[src/rtl/calc_pkg.sv]
// Shared types and key codes for the calculator keypad entry controller.
package calc_pkg;

  // Controller states; the encoding is also what drives the state LEDs.
  typedef enum logic [2:0] {
    ST_ENTER_A  = 3'd0,
    ST_ENTER_OP = 3'd1,
    ST_ENTER_B  = 3'd2,
    ST_CALC     = 3'd3,
    ST_SHOW     = 3'd4
  } state_e;

  // ALU operation select, in the same order as the operator keys.
  typedef enum logic [1:0] {
    OP_ADD = 2'b00,
    OP_SUB = 2'b01,
    OP_AND = 2'b10,
    OP_OR  = 2'b11
  } op_e;

  // Non-digit key codes; 0x00-0x0F are hex digits, 0x16-0x1F are reserved.
  localparam logic [4:0] KEY_ENTER = 5'h10;
  localparam logic [4:0] KEY_CLEAR = 5'h11;
  localparam logic [4:0] KEY_ADD   = 5'h12;
  localparam logic [4:0] KEY_SUB   = 5'h13;
  localparam logic [4:0] KEY_AND   = 5'h14;
  localparam logic [4:0] KEY_OR    = 5'h15;

endpackage

[src/rtl/calc_entry_ctrl.sv]
// Keypad entry sequencer for a two-operand hex calculator.
// Steers digit keys into the operand shift registers, latches the operator,
// starts the ALU and selects the result for display. Every output is
// registered, so a key seen in one cycle is reflected in the next.
//
//   state       | meaning
//   ------------+------------------------------------------------
//   ST_ENTER_A  | collecting digits of operand A
//   ST_ENTER_OP | operand A closed, waiting for an operator key
//   ST_ENTER_B  | collecting digits of operand B
//   ST_CALC     | ALU started, waiting for alu_done
//   ST_SHOW     | result displayed, next key restarts entry
module calc_entry_ctrl
  import calc_pkg::*;
#(
  parameter int DIGITS = 4
) (
  input  logic       clk,
  input  logic       rst,
  input  logic       key_valid,
  input  logic [4:0] key_code,
  input  logic       alu_done,
  output logic       shift_a,
  output logic       shift_b,
  output logic       clear_a,
  output logic       clear_b,
  output logic [4:0] digit_out,
  output logic [1:0] op_code,
  output logic       alu_start,
  output logic       show_result,
  output logic [2:0] state_out,
  output logic       digits_full
);

  localparam int            CW      = $clog2(DIGITS + 1);
  localparam logic [CW-1:0] CNT_MAX = CW'(DIGITS);

  state_e        state_q;
  op_e           op_q;
  logic [CW-1:0] cnt_q;
  logic [4:0]    digit_q;
  logic          shift_a_q, shift_b_q, clear_q, alu_start_q;
  logic          show_q, full_q;

  logic          is_digit, is_enter, is_clear, is_op, is_known;
  logic          cnt_room;
  logic [CW-1:0] cnt_inc;

  // Key classification; reserved codes match none of these.
  assign is_digit = key_valid && (key_code[4] == 1'b0);
  assign is_enter = key_valid && (key_code == KEY_ENTER);
  assign is_clear = key_valid && (key_code == KEY_CLEAR);
  assign is_op    = key_valid && (key_code >= KEY_ADD) && (key_code <= KEY_OR);
  assign is_known = key_valid && (key_code <= KEY_OR);

  // Counter saturates at DIGITS: further digits are simply not accepted.
  assign cnt_room = (cnt_q < CNT_MAX);
  assign cnt_inc  = cnt_q + 1'b1;

  // Sequencer with registered outputs; pulse outputs default low each cycle.
  always_ff @(posedge clk) begin
    shift_a_q   <= 1'b0;
    shift_b_q   <= 1'b0;
    clear_q     <= 1'b0;
    alu_start_q <= 1'b0;
    if (rst) begin
      state_q <= ST_ENTER_A;
      cnt_q   <= '0;
      op_q    <= OP_ADD;
      digit_q <= '0;
      full_q  <= 1'b0;
      show_q  <= 1'b0;
    end else if (is_clear) begin
      // CLEAR beats everything, including a simultaneous alu_done in CALC.
      clear_q <= 1'b1;
      cnt_q   <= '0;
      full_q  <= 1'b0;
      show_q  <= 1'b0;
      state_q <= ST_ENTER_A;
    end else begin
      case (state_q)
        ST_ENTER_A, ST_ENTER_B: begin
          if (is_digit && cnt_room) begin
            shift_a_q <= (state_q == ST_ENTER_A);
            shift_b_q <= (state_q == ST_ENTER_B);
            digit_q   <= {1'b0, key_code[3:0]};
            cnt_q     <= cnt_inc;
            full_q    <= (cnt_inc == CNT_MAX);
          end else if (is_enter && (cnt_q != '0)) begin
            if (state_q == ST_ENTER_A) begin
              state_q <= ST_ENTER_OP;
            end else begin
              state_q     <= ST_CALC;
              alu_start_q <= 1'b1;
            end
          end
        end
        ST_ENTER_OP: begin
          if (is_op) begin
            // 0x12..0x15 map to 0..3; the low two bits minus 2 give that.
            op_q    <= op_e'(key_code[1:0] - 2'd2);
            cnt_q   <= '0;
            full_q  <= 1'b0;
            state_q <= ST_ENTER_B;
          end
        end
        ST_CALC: begin
          if (alu_done) begin
            state_q <= ST_SHOW;
            show_q  <= 1'b1;
          end
        end
        ST_SHOW: begin
          // Any non-reserved key is consumed to restart entry.
          if (is_known) begin
            clear_q <= 1'b1;
            cnt_q   <= '0;
            full_q  <= 1'b0;
            show_q  <= 1'b0;
            state_q <= ST_ENTER_A;
          end
        end
        default: state_q <= ST_ENTER_A;
      endcase
    end
  end

  assign shift_a     = shift_a_q;
  assign shift_b     = shift_b_q;
  assign clear_a     = clear_q;
  assign clear_b     = clear_q;
  assign digit_out   = digit_q;
  assign op_code     = op_q;
  assign alu_start   = alu_start_q;
  assign show_result = show_q;
  assign state_out   = state_q;
  assign digits_full = full_q;

endmodule

[config.mk]
export PLATFORM = sky130hd
export DESIGN_NAME = calc_entry_ctrl
export DESIGN_NICKNAME = d
export VERILOG_FILES = /design/src/rtl/calc_pkg.sv /design/src/rtl/calc_entry_ctrl.sv
export SDC_FILE = /design/constraint.sdc
export NUM_CORES = 1
export LEC_CHECK = 0
export ABC_AREA = 1
export CAP_MARGIN = 5
export CORE_UTILIZATION = 52
export CTS_BUF_LIST = sky130_fd_sc_hd__clkbuf_8
export DETAILED_ROUTE_END_ITERATION = 8
export HOLD_SLACK_MARGIN = 0.03
export PLACE_DENSITY = 0.86
export SLEW_MARGIN = 20
export SYNTH_ARGS = -nofsm -noshare
export SYNTH_HDL_FRONTEND = slang
export SYNTH_SLANG_ARGS = --single-unit
[constraint.sdc]
create_clock -name clk -period 3.6 [get_ports clk]
set_input_delay 0.54 -clock clk [delete_from_list [all_inputs] [get_ports clk]]
set_output_delay 0.54 -clock clk [all_outputs]
set_load 0.05 [all_outputs]
==> results.sh, run 1 <==
export IMPL_drtIter0Drc=19
export IMPL_required_ns=3.06
export IMPL_antenna_found_initial=0
export IMPL_hold_start="show_result"
export IMPL_num_rows=14
export IMPL_htree_levels=1
export IMPL_hold_viol_final=0
export IMPL_ys_ff_latch=18
export IMPL_dr_pass1_iters=6
export IMPL_irDropWorstVdd_mv=0.319
export IMPL_fillers=125
export IMPL_path_delay_family="buffers and inverters"
export IMPL_core_area_um2=1580
export IMPL_grt_usage_pct=22.2
export IMPL_crit_type="reg2out"
export IMPL_r2r_slack_ns=2.20
export IMPL_synth_cell_types=21
export IMPL_post_cts_buffers=0
export IMPL_maxSlewViolCount=0
export IMPL_syn_inst=130
export IMPL_vias_per_cell=5.04
export IMPL_synth_main_ff_cell="dfxtp_1"
export IMPL_start_util_pct=58.0
export IMPL_dp_hpwl_mm=1.51
export IMPL_drive_above_1_share_pct=14.9
export IMPL_postSynth_asyncResetShare_pct=0
export IMPL_die_area_um2=1930
export IMPL_synth_area_leaders="dfxtp_1 39%, nand2_1 9.8%, nor2_1 7.0%"
export IMPL_tightest_slew_ns=0.516
export IMPL_crit_path_start="state_out[0]"
export IMPL_drt_wl_total_mm=1.86
export IMPL_r2r_end="state_out[0]"
export IMPL_reg2reg_depth=10
export IMPL_final_nets=168
export IMPL_syn_num_nets=142
export IMPL_grt_pass1_vias=759
export IMPL_critical_path_slowest_cell="clkdlybuf4s50_1"
export IMPL_crit_chain="clkdlybuf4s50_1"
export IMPL_numCtsBuffers=3
export IMPL_yosysSeqAreaShare_pct=39.4
export IMPL_synthToLayoutAreaGrowth_pct=30.1
export IMPL_gr_total_overflow=0
export IMPL_routedWlPerCell_um=10.9
export IMPL_root_buffer="clkbuf_8"
export IMPL_insertion_delay_ns=0.25
export IMPL_min_to="show_result"
export IMPL_cts_tree="yes"
export IMPL_synth_top_cell_area_share_pct=39.4
export IMPL_yosysTopAreaCell="dfxtp_1"
export IMPL_ant_nets=0
export IMPL_hold_path_class="reg2reg"
export IMPL_crit_arrival_ns=1.64
export IMPL_drv_cap=0
export IMPL_chipWidth_um=43.9
export IMPL_grt_pass1_wl_mm=3.09
export IMPL_path_max_fanout=7
export IMPL_cts_buffer_depth=2
export IMPL_whs_path_depth=2
export IMPL_cp_start_kind="register"
export IMPL_gp_congestion=0.850
export IMPL_route_detailed_drc=1
export IMPL_setup_viol=0
export IMPL_cts_hold_buf=0
export IMPL_numPortBuffers=24
export IMPL_clk_pin_slew_worst_paths_ns=0.06
export IMPL_cpPeakStageDelay_ns=0.87
export IMPL_synth_edf_count=0
export IMPL_synth_area_um2=915
export IMPL_period_share_pct=60.5
export IMPL_tns_ns=0
export IMPL_placed_cells=167
export IMPL_final_cells=170
export IMPL_grt_max_degree=12
export IMPL_cp_end_kind="output port"
export IMPL_violations="design-rule violations"
export IMPL_fmax_mhz=459
export IMPL_avgSynthCellArea_um2=7.04
export IMPL_route_vias_total=857
export IMPL_yosys_warnings=0
export IMPL_final_cell_mix="24 x nand2_1, 24 x clkdlybuf4s50_1, 18 x dfxtp_1, 17 x nor2_1, 13 x inv_1"
export IMPL_cp_buffers_inverters=1
export IMPL_timing_slew_headroom_pct=65.5
export IMPL_ioPinCount=26
export IMPL_outcome="complete, but fails checks"
export IMPL_r2r_start="cnt_q[0]"
export IMPL_clock_sinks=18
export IMPL_final_setup_skew_ns=0.00265
export IMPL_rsz0062_at_grt="no"
export IMPL_leakagePower_nw=0.548
export IMPL_cellPowerDensity_nw_per_um2=400
export IMPL_period_needed_ns=2.18
export IMPL_antenna_cells=0
export IMPL_die_h_um=43.9
export IMPL_cts_resized=0
kinds of logic after synthesis:
family / count (synthesis) / share of synthesized area (%)
xor gates and xnor gates: 1 / 0.958
DFF: 18 / 39.4
adders and majority gates: 3 / 4.10
and+or+nand+nor: 63 / 32.8
other: 1 / 0.410
buffers and inverters: 25 / 11.9
AOI/OAI and AO/OA: 19 / 10.4
where the power goes:
part           internal, W  switching [W]
Clock            0.0000742      0.0000573
Combinational    0.0000431      0.0000812
Sequential        0.000210      0.0000109
through the flow:
stage	area [um2]	hold slack (ns)	power, W	utilization (%)	worst slack, ns
floorplan	915	0.473	0.000312	-	2.09
global placement	1150	0.457	0.000346	72.9	1.73
detailed placement	1150	0.457	0.000349	72.9	1.70
CTS	1190	0.471	0.000481	75.5	1.43
global route	1190	0.493	0.000502	75.5	1.40
finish	1190	0.466	0.000476	75.5	1.42
area by class of cell:
| cell class | count | area [um2] | share of cell area [%] |
|---|---|---|---|
| multi-input combinational | 87 | 445 | 37.4 |
| sequential | 18 | 360 | 30.3 |
| timing repair buffer | 24 | 240 | 20.2 |
| inverter | 22 | 82.6 | 6.94 |
| clock buffer | 3 | 41.3 | 3.47 |
| tap | 16 | 20.0 | 1.68 |
state kept, by name, summed over array words and instances, names as in the netlist:
register	count
digit_out	4
show_result	1
state_out	3
shift_a	1
shift_b	1
alu_start	1
op_code	2
clear_a	1
cnt_q	3
digits_full	1
synthesized netlist by cell type (2+ instances only):
| master | number |
|---|---|
| a21oi_1 | 11 |
| buf_4 | 2 |
| dfxtp_1 | 18 |
| ha_1 | 3 |
| inv_1 | 13 |
| inv_2 | 8 |
| nand2_1 | 24 |
| nand2_2 | 5 |
| nand3_1 | 8 |
| nand3_2 | 4 |
| nor2_1 | 17 |
| nor2_2 | 2 |
| o21ai_0 | 4 |
| o21ai_1 | 4 |
layer usage:
metal / global-route usage [%] / share of wire, %
met3: 7.50 / 4.9
met4: 9.09 / 1.6
met5: 0 / 0
met2: 38.2 / 50
met1: 25.1 / 44
worst max-delay path by stage:
| stage | end | slack, ns | cells after the start |
|---|---|---|---|
| floorplan | state_out[0] | 2.09 | 8 |
| global placement | state_out[0] | 1.73 | 1 |
| detailed placement | state_out[0] | 1.70 | 1 |
| CTS | state_out[0] | 1.43 | 1 |
| global route | state_out[0] | 1.40 | 1 |
| finish | state_out[0] | 1.42 | 1 |
Power figures use the tool's default switching activity.
==> inputs of run 2 (changes only) <==
--- a/config.mk
+++ b/config.mk
@@ -7,11 +7,11 @@
 export LEC_CHECK = 0
 export ABC_AREA = 1
 export CAP_MARGIN = 5
-export CORE_UTILIZATION = 52
+export CORE_UTILIZATION = 48
 export CTS_BUF_LIST = sky130_fd_sc_hd__clkbuf_8
 export DETAILED_ROUTE_END_ITERATION = 8
 export HOLD_SLACK_MARGIN = 0.03
-export PLACE_DENSITY = 0.86
+export PLACE_DENSITY = 0.8
 export SLEW_MARGIN = 20
 export SYNTH_ARGS = -nofsm -noshare
 export SYNTH_HDL_FRONTEND = slang
==> constraint.sdc (replaced) <==
create_clock -name clk -period 2.2 [get_ports clk]
set_input_delay 0.33 -clock clk [delete_from_list [all_inputs] [get_ports clk]]
set_output_delay 0.33 -clock clk [all_outputs]
set_load 0.05 [all_outputs]
==> run 2 against run 1 <==
The run now ends clean. Total power is 75% higher. Critical endpoint unchanged. Clock power rose by 100%. Clock skew decreased by 0.0018 ns. Die area grew 7.9%. Global-route usage is 2.3 points lower.
==> results.sh, run 2 (synthesis gave the netlist of run 1 again) <==
export IMPL_outcome="finished, final reports clean"
export IMPL_maxSlewViolCount=0
export IMPL_p_sw_share_pct=31.3
export IMPL_p_int_w=0.000572
export IMPL_cellPowerDensity_nw_per_um2=685
export IMPL_cp_buffers_inverters=1
export IMPL_p_switching_w=0.000261
export IMPL_critical_path_slowest_cell="clkdlybuf4s50_1"
export IMPL_ant_nets=0
export IMPL_clock_sinks=18
export IMPL_path_delay_family="buffers and inverters"
export IMPL_ioPinCount=26
export IMPL_r2r_end="state_out[0]"
export IMPL_antenna_found_initial=0
export IMPL_reg2reg_depth=10
export IMPL_clk_pin_slew_worst_paths_ns=0.07
export IMPL_pwr_share_seq_pct=43.1
export IMPL_start_util_pct=51.8
export IMPL_dp_hpwl_mm=1.43
export IMPL_cp_start_kind="register"
export IMPL_crit_chain="clkdlybuf4s50_1"
export IMPL_path_max_fanout=7
export IMPL_dr_pass1_iters=4
export IMPL_cts_tree="yes"
export IMPL_drt_wl_total_mm=1.90
export IMPL_die_area_um2=2080
export IMPL_tightest_slew_ns=0.506
export IMPL_drtIter0Drc=16
export IMPL_final_setup_skew_ns=0.000881
export IMPL_crit_type="reg2out"
export IMPL_power_frac_comb_pct=24.6
export IMPL_p_clk_share_pct=32.3
export IMPL_grt_util_met3_pct=2.38
export IMPL_gp_congestion=0.838
export IMPL_grt_pass1_vias=716
export IMPL_insertion_delay_ns=0.25
export IMPL_cp_endpoint="state_out[0]"
export IMPL_timing_slew_headroom_pct=66.2
export IMPL_rsz0062_at_grt="no"
export IMPL_route_detailed_drc=0
export IMPL_chipWidth_um=45.7
export IMPL_hold_viol_final=0
export IMPL_cp_depth=1
export IMPL_numCtsBuffers=3
export IMPL_met2_usage_pct=32.6
export IMPL_leakagePower_nw=0.555
export IMPL_setup_viol=0
export IMPL_final_nets=168
export IMPL_synthToLayoutAreaGrowth_pct=32.8
export IMPL_cpPeakStageDelay_ns=0.86
export IMPL_drive_above_1_share_pct=15.5
export IMPL_period_share_pct=88.3
export IMPL_die_h_um=45.7
export IMPL_final_cell_mix="24 x nand2_1, 24 x clkdlybuf4s50_1, 18 x dfxtp_1, 17 x nor2_1, 13 x inv_1"
export IMPL_root_buffer="clkbuf_8"
export IMPL_cp_end_kind="output port"
export IMPL_numPortBuffers=24
export IMPL_busiest_layer="met2"
export IMPL_post_cts_buffers=0
export IMPL_antenna_cells=0
export IMPL_routedWlPerCell_um=10.6
export IMPL_largest_register_ffs=4
export IMPL_gr_total_overflow=0
export IMPL_required_ns=1.87
export IMPL_cts_buffer_depth=2
export IMPL_period_needed_ns=1.94
export IMPL_fmax_mhz=515
export IMPL_core_area_um2=1760
export IMPL_vias_per_cell=4.71
export IMPL_grt_pass1_wl_mm=2.95
export IMPL_r2r_slack_ns=0.79
export IMPL_htree_levels=1
export IMPL_cts_hold_buf=0
export IMPL_grt_usage_pct=19.9
export IMPL_hold_path_class="reg2reg"
export IMPL_num_rows=15
export IMPL_crit_arrival_ns=1.61
export IMPL_route_vias_total=848
export IMPL_grt_max_degree=12
export IMPL_crit_path_start="state_out[0]"
export IMPL_r2r_start="cnt_q[0]"
export IMPL_cts_resized=0
export IMPL_grt_use_met1_pct=25.2
export IMPL_irDropWorstVdd_mv=0.519
export IMPL_tns_ns=0
export IMPL_fin_util_pct=68.9
export IMPL_hold_ws_ns=0.472
export IMPL_drv_cap=0
export IMPL_p_total_w=0.000833
export IMPL_fillers=165
-- run 2: stage by stage --
| stage | setup WS, ns | instances | cell area [um2] |
|---|---|---|---|
| global placement | 0.536 | 176 | 1160 |
| CTS | 0.260 | 180 | 1210 |
| finish | 0.258 | 180 | 1210 |
| floorplan | 0.693 | 130 | 915 |
| detailed placement | 0.514 | 176 | 1160 |
| global route | 0.217 | 180 | 1210 |
-- run 2: how the worst min path moves through the flow --
| stage | slack (ns) | start | cells past startpoint | endpoint |
|---|---|---|---|---|
| 2_1_floorplan | 0.40 | rst | 1 | clear_a |
| 3_3_place_gp | 0.46 | show_result | 2 | show_result |
| 3_5_place_dp | 0.46 | digits_full | 2 | digits_full |
| 4_1_cts | 0.48 | digits_full | 2 | digits_full |
| 5_1_grt | 0.50 | digits_full | 2 | digits_full |
| 6_report | 0.47 | digits_full | 2 | digits_full |
-- run 2: per-layer routing --
layer | up-vias | wire, um | part of all wire [%]
met5 | - | 0 | 0
met3 | 5 | 71 | 3.7
met4 | 0 | 31 | 1.6
met1 | 360 | 899 | 47
li1 | 454 | - | -
met2 | 29 | 896 | 47
-- run 2: final cells by class --
class	count	area [um2]	share of cell area (%)
multi-input cells	87	445	36.7
inverters	22	82.6	6.80
well taps	25	31.3	2.57
flip-flops and latches	18	360	29.7
clock buffers	4	55.1	4.53
repair buffers	24	240	19.8
-- run 2: power groups by stage --
stage | Sequential, W | Clock [W] | Combinational (W)
after floorplan | 0.000413 | 0 | 0.0000984
after global placement | 0.000366 | 0 | 0.000200
after detailed placement | 0.000366 | 0 | 0.000203
after CTS | 0.000359 | 0.000267 | 0.000205
after global routing | 0.000361 | 0.000283 | 0.000223
final | 0.000359 | 0.000269 | 0.000205
==> inputs of run 3 (changes only) <==
--- a/config.mk
+++ b/config.mk
@@ -6,13 +6,14 @@
 export NUM_CORES = 1
 export LEC_CHECK = 0
 export ABC_AREA = 1
-export CAP_MARGIN = 5
 export CORE_UTILIZATION = 48
 export CTS_BUF_LIST = sky130_fd_sc_hd__clkbuf_8
 export DETAILED_ROUTE_END_ITERATION = 8
 export HOLD_SLACK_MARGIN = 0.03
 export PLACE_DENSITY = 0.8
+export REMOVE_ABC_BUFFERS = 1
 export SLEW_MARGIN = 20
 export SYNTH_ARGS = -nofsm -noshare
 export SYNTH_HDL_FRONTEND = slang
 export SYNTH_SLANG_ARGS = --single-unit
+export TNS_END_PERCENT = 5
==> run 3 against run 2 <==
First-iteration DRC count is 50% higher. Register-to-register slack hardly changed. Combinational power hardly changed. Sequential cell count stayed put.
==> results.sh, run 3 (synthesis gave the netlist of run 1 again) <==
export IMPL_grt_max_degree=12
export IMPL_period_needed_ns=1.95
export IMPL_irDropWorstVdd_mv=0.408
export IMPL_root_buffer="clkbuf_8"
export IMPL_tightest_slew_ns=0.512
export IMPL_final_cell_mix="24 x nand2_1, 24 x clkdlybuf4s50_1, 18 x dfxtp_1, 17 x nor2_1, 13 x inv_1"
export IMPL_cts_buffer_depth=2
export IMPL_drt_wl_total_mm=1.93
export IMPL_route_detailed_drc=0
export IMPL_path_delay_family="buffers and inverters"
export IMPL_path_max_fanout=7
export IMPL_final_setup_skew_ns=0.00183
export IMPL_setup_viol=0
export IMPL_synthToLayoutAreaGrowth_pct=32.8
export IMPL_final_cells=180
export IMPL_gr_total_overflow=0
export IMPL_core_area_um2=1760
export IMPL_grt_pass1_wl_mm=3.08
export IMPL_num_rows=15
export IMPL_rsz0062_at_grt="no"
export IMPL_cellPowerDensity_nw_per_um2=680
export IMPL_dp_hpwl_mm=1.48
export IMPL_cts_hold_buf=0
export IMPL_placed_cells=176
export IMPL_drv_cap=0
export IMPL_fmax_mhz=512
export IMPL_maxSlewViolCount=0
export IMPL_dr_pass1_iters=4
export IMPL_cpPeakStageDelay_ns=0.87
export IMPL_numCtsBuffers=3
export IMPL_hold_path_class="reg2reg"
export IMPL_ant_nets=0
export IMPL_post_cts_buffers=0
export IMPL_die_area_um2=2080
export IMPL_required_ns=1.87
export IMPL_fillers=166
export IMPL_final_nets=168
export IMPL_critical_path_slowest_cell="clkdlybuf4s50_1"
export IMPL_ioPinCount=26
export IMPL_gp_congestion=0.801
export IMPL_clock_sinks=18
export IMPL_grt_usage_pct=20.5
export IMPL_chipWidth_um=45.7
export IMPL_crit_chain="clkdlybuf4s50_1"
export IMPL_leakagePower_nw=0.555
export IMPL_multi_input_area_um2=445
export IMPL_routedWlPerCell_um=10.7
export IMPL_period_share_pct=88.9
export IMPL_regArea_um2=360
export IMPL_grt_pass1_vias=728
export IMPL_largest_register_ffs=4
export IMPL_cts_resized=0
export IMPL_outcome="finished, final reports clean"
export IMPL_hold_viol_final=0
export IMPL_antenna_found_initial=0
export IMPL_start_util_pct=51.8
export IMPL_cts_tree="yes"
export IMPL_cp_buffers_inverters=1
export IMPL_numPortBuffers=24
export IMPL_tns_ns=0
export IMPL_die_h_um=45.7
export IMPL_insertion_delay_ns=0.25
export IMPL_cp_start_kind="register"
export IMPL_clk_pin_slew_worst_paths_ns=0.06
export IMPL_drtIter0Drc=24
export IMPL_cp_end_kind="output port"
export IMPL_crit_type="reg2out"
export IMPL_route_vias_total=883
export IMPL_htree_levels=1
export IMPL_crit_arrival_ns=1.62
export IMPL_drive_above_1_share_pct=15.5
export IMPL_timing_slew_headroom_pct=65.7
export IMPL_antenna_cells=0
export IMPL_vias_per_cell=4.91
==> run 3: cell counts in the layout (fill, tap and decap cells not counted) <==
No cell type changed its count.
==> run 3: path summary, 6_finish.rpt <==
| path | start | to | slack (ns) | cells after the start |
|---|---|---|---|---|
| worst max register to register | cnt_q[0] | state_out[0] | 0.78 | 10 |
| worst min register to register | op_code[0] | op_code[0] | 0.48 | 2 |
| worst min-delay path | op_code[0] | op_code[0] | 0.48 | 2 |
| worst max-delay path | state_out[0] | state_out[0] | 0.25 | 1 |
==> run 3: area by class of cell <==
cell class              instances  area share (%)
repair buffers                 24            19.8
flip-flops and latches         18            29.7
clock buffers                   4            4.53
inverters                      22            6.80
multi-input cells              87            36.7
well taps                      25            2.57
==> run 3: routing by layer <==
metal  global-route usage, %  part of all wire, %  up-vias
li1                        -                    -      451
met1                    27.0                   47      397
met2                    33.4                   46       29
met3                    3.57                  4.9        6
met4                    7.27                  1.5        0
met5                       0                    0        -
==> run 3: power by group <==
group / leakage, nW / internal, W / switching, W
clock: 0.0288 / 0.000159 / 0.000102
sequential: 0.146 / 0.000343 / 0.0000178
combinational: 0.380 / 0.0000705 / 0.000134
==> run 3: metrics by stage <==
step	setup WS, ns	utilization (%)	hold slack [ns]	instance area, um2	total power [W]
2_1_floorplan	0.693	-	0.399	888	0.000506
3_3_place_gp	0.538	65.7	0.458	1160	0.000566
3_5_place_dp	0.518	65.7	0.470	1160	0.000570
4_1_cts	0.241	68.9	0.486	1210	0.000829
5_1_grt	0.191	68.9	0.510	1210	0.000864
6_report	0.245	68.9	0.479	1210	0.000826
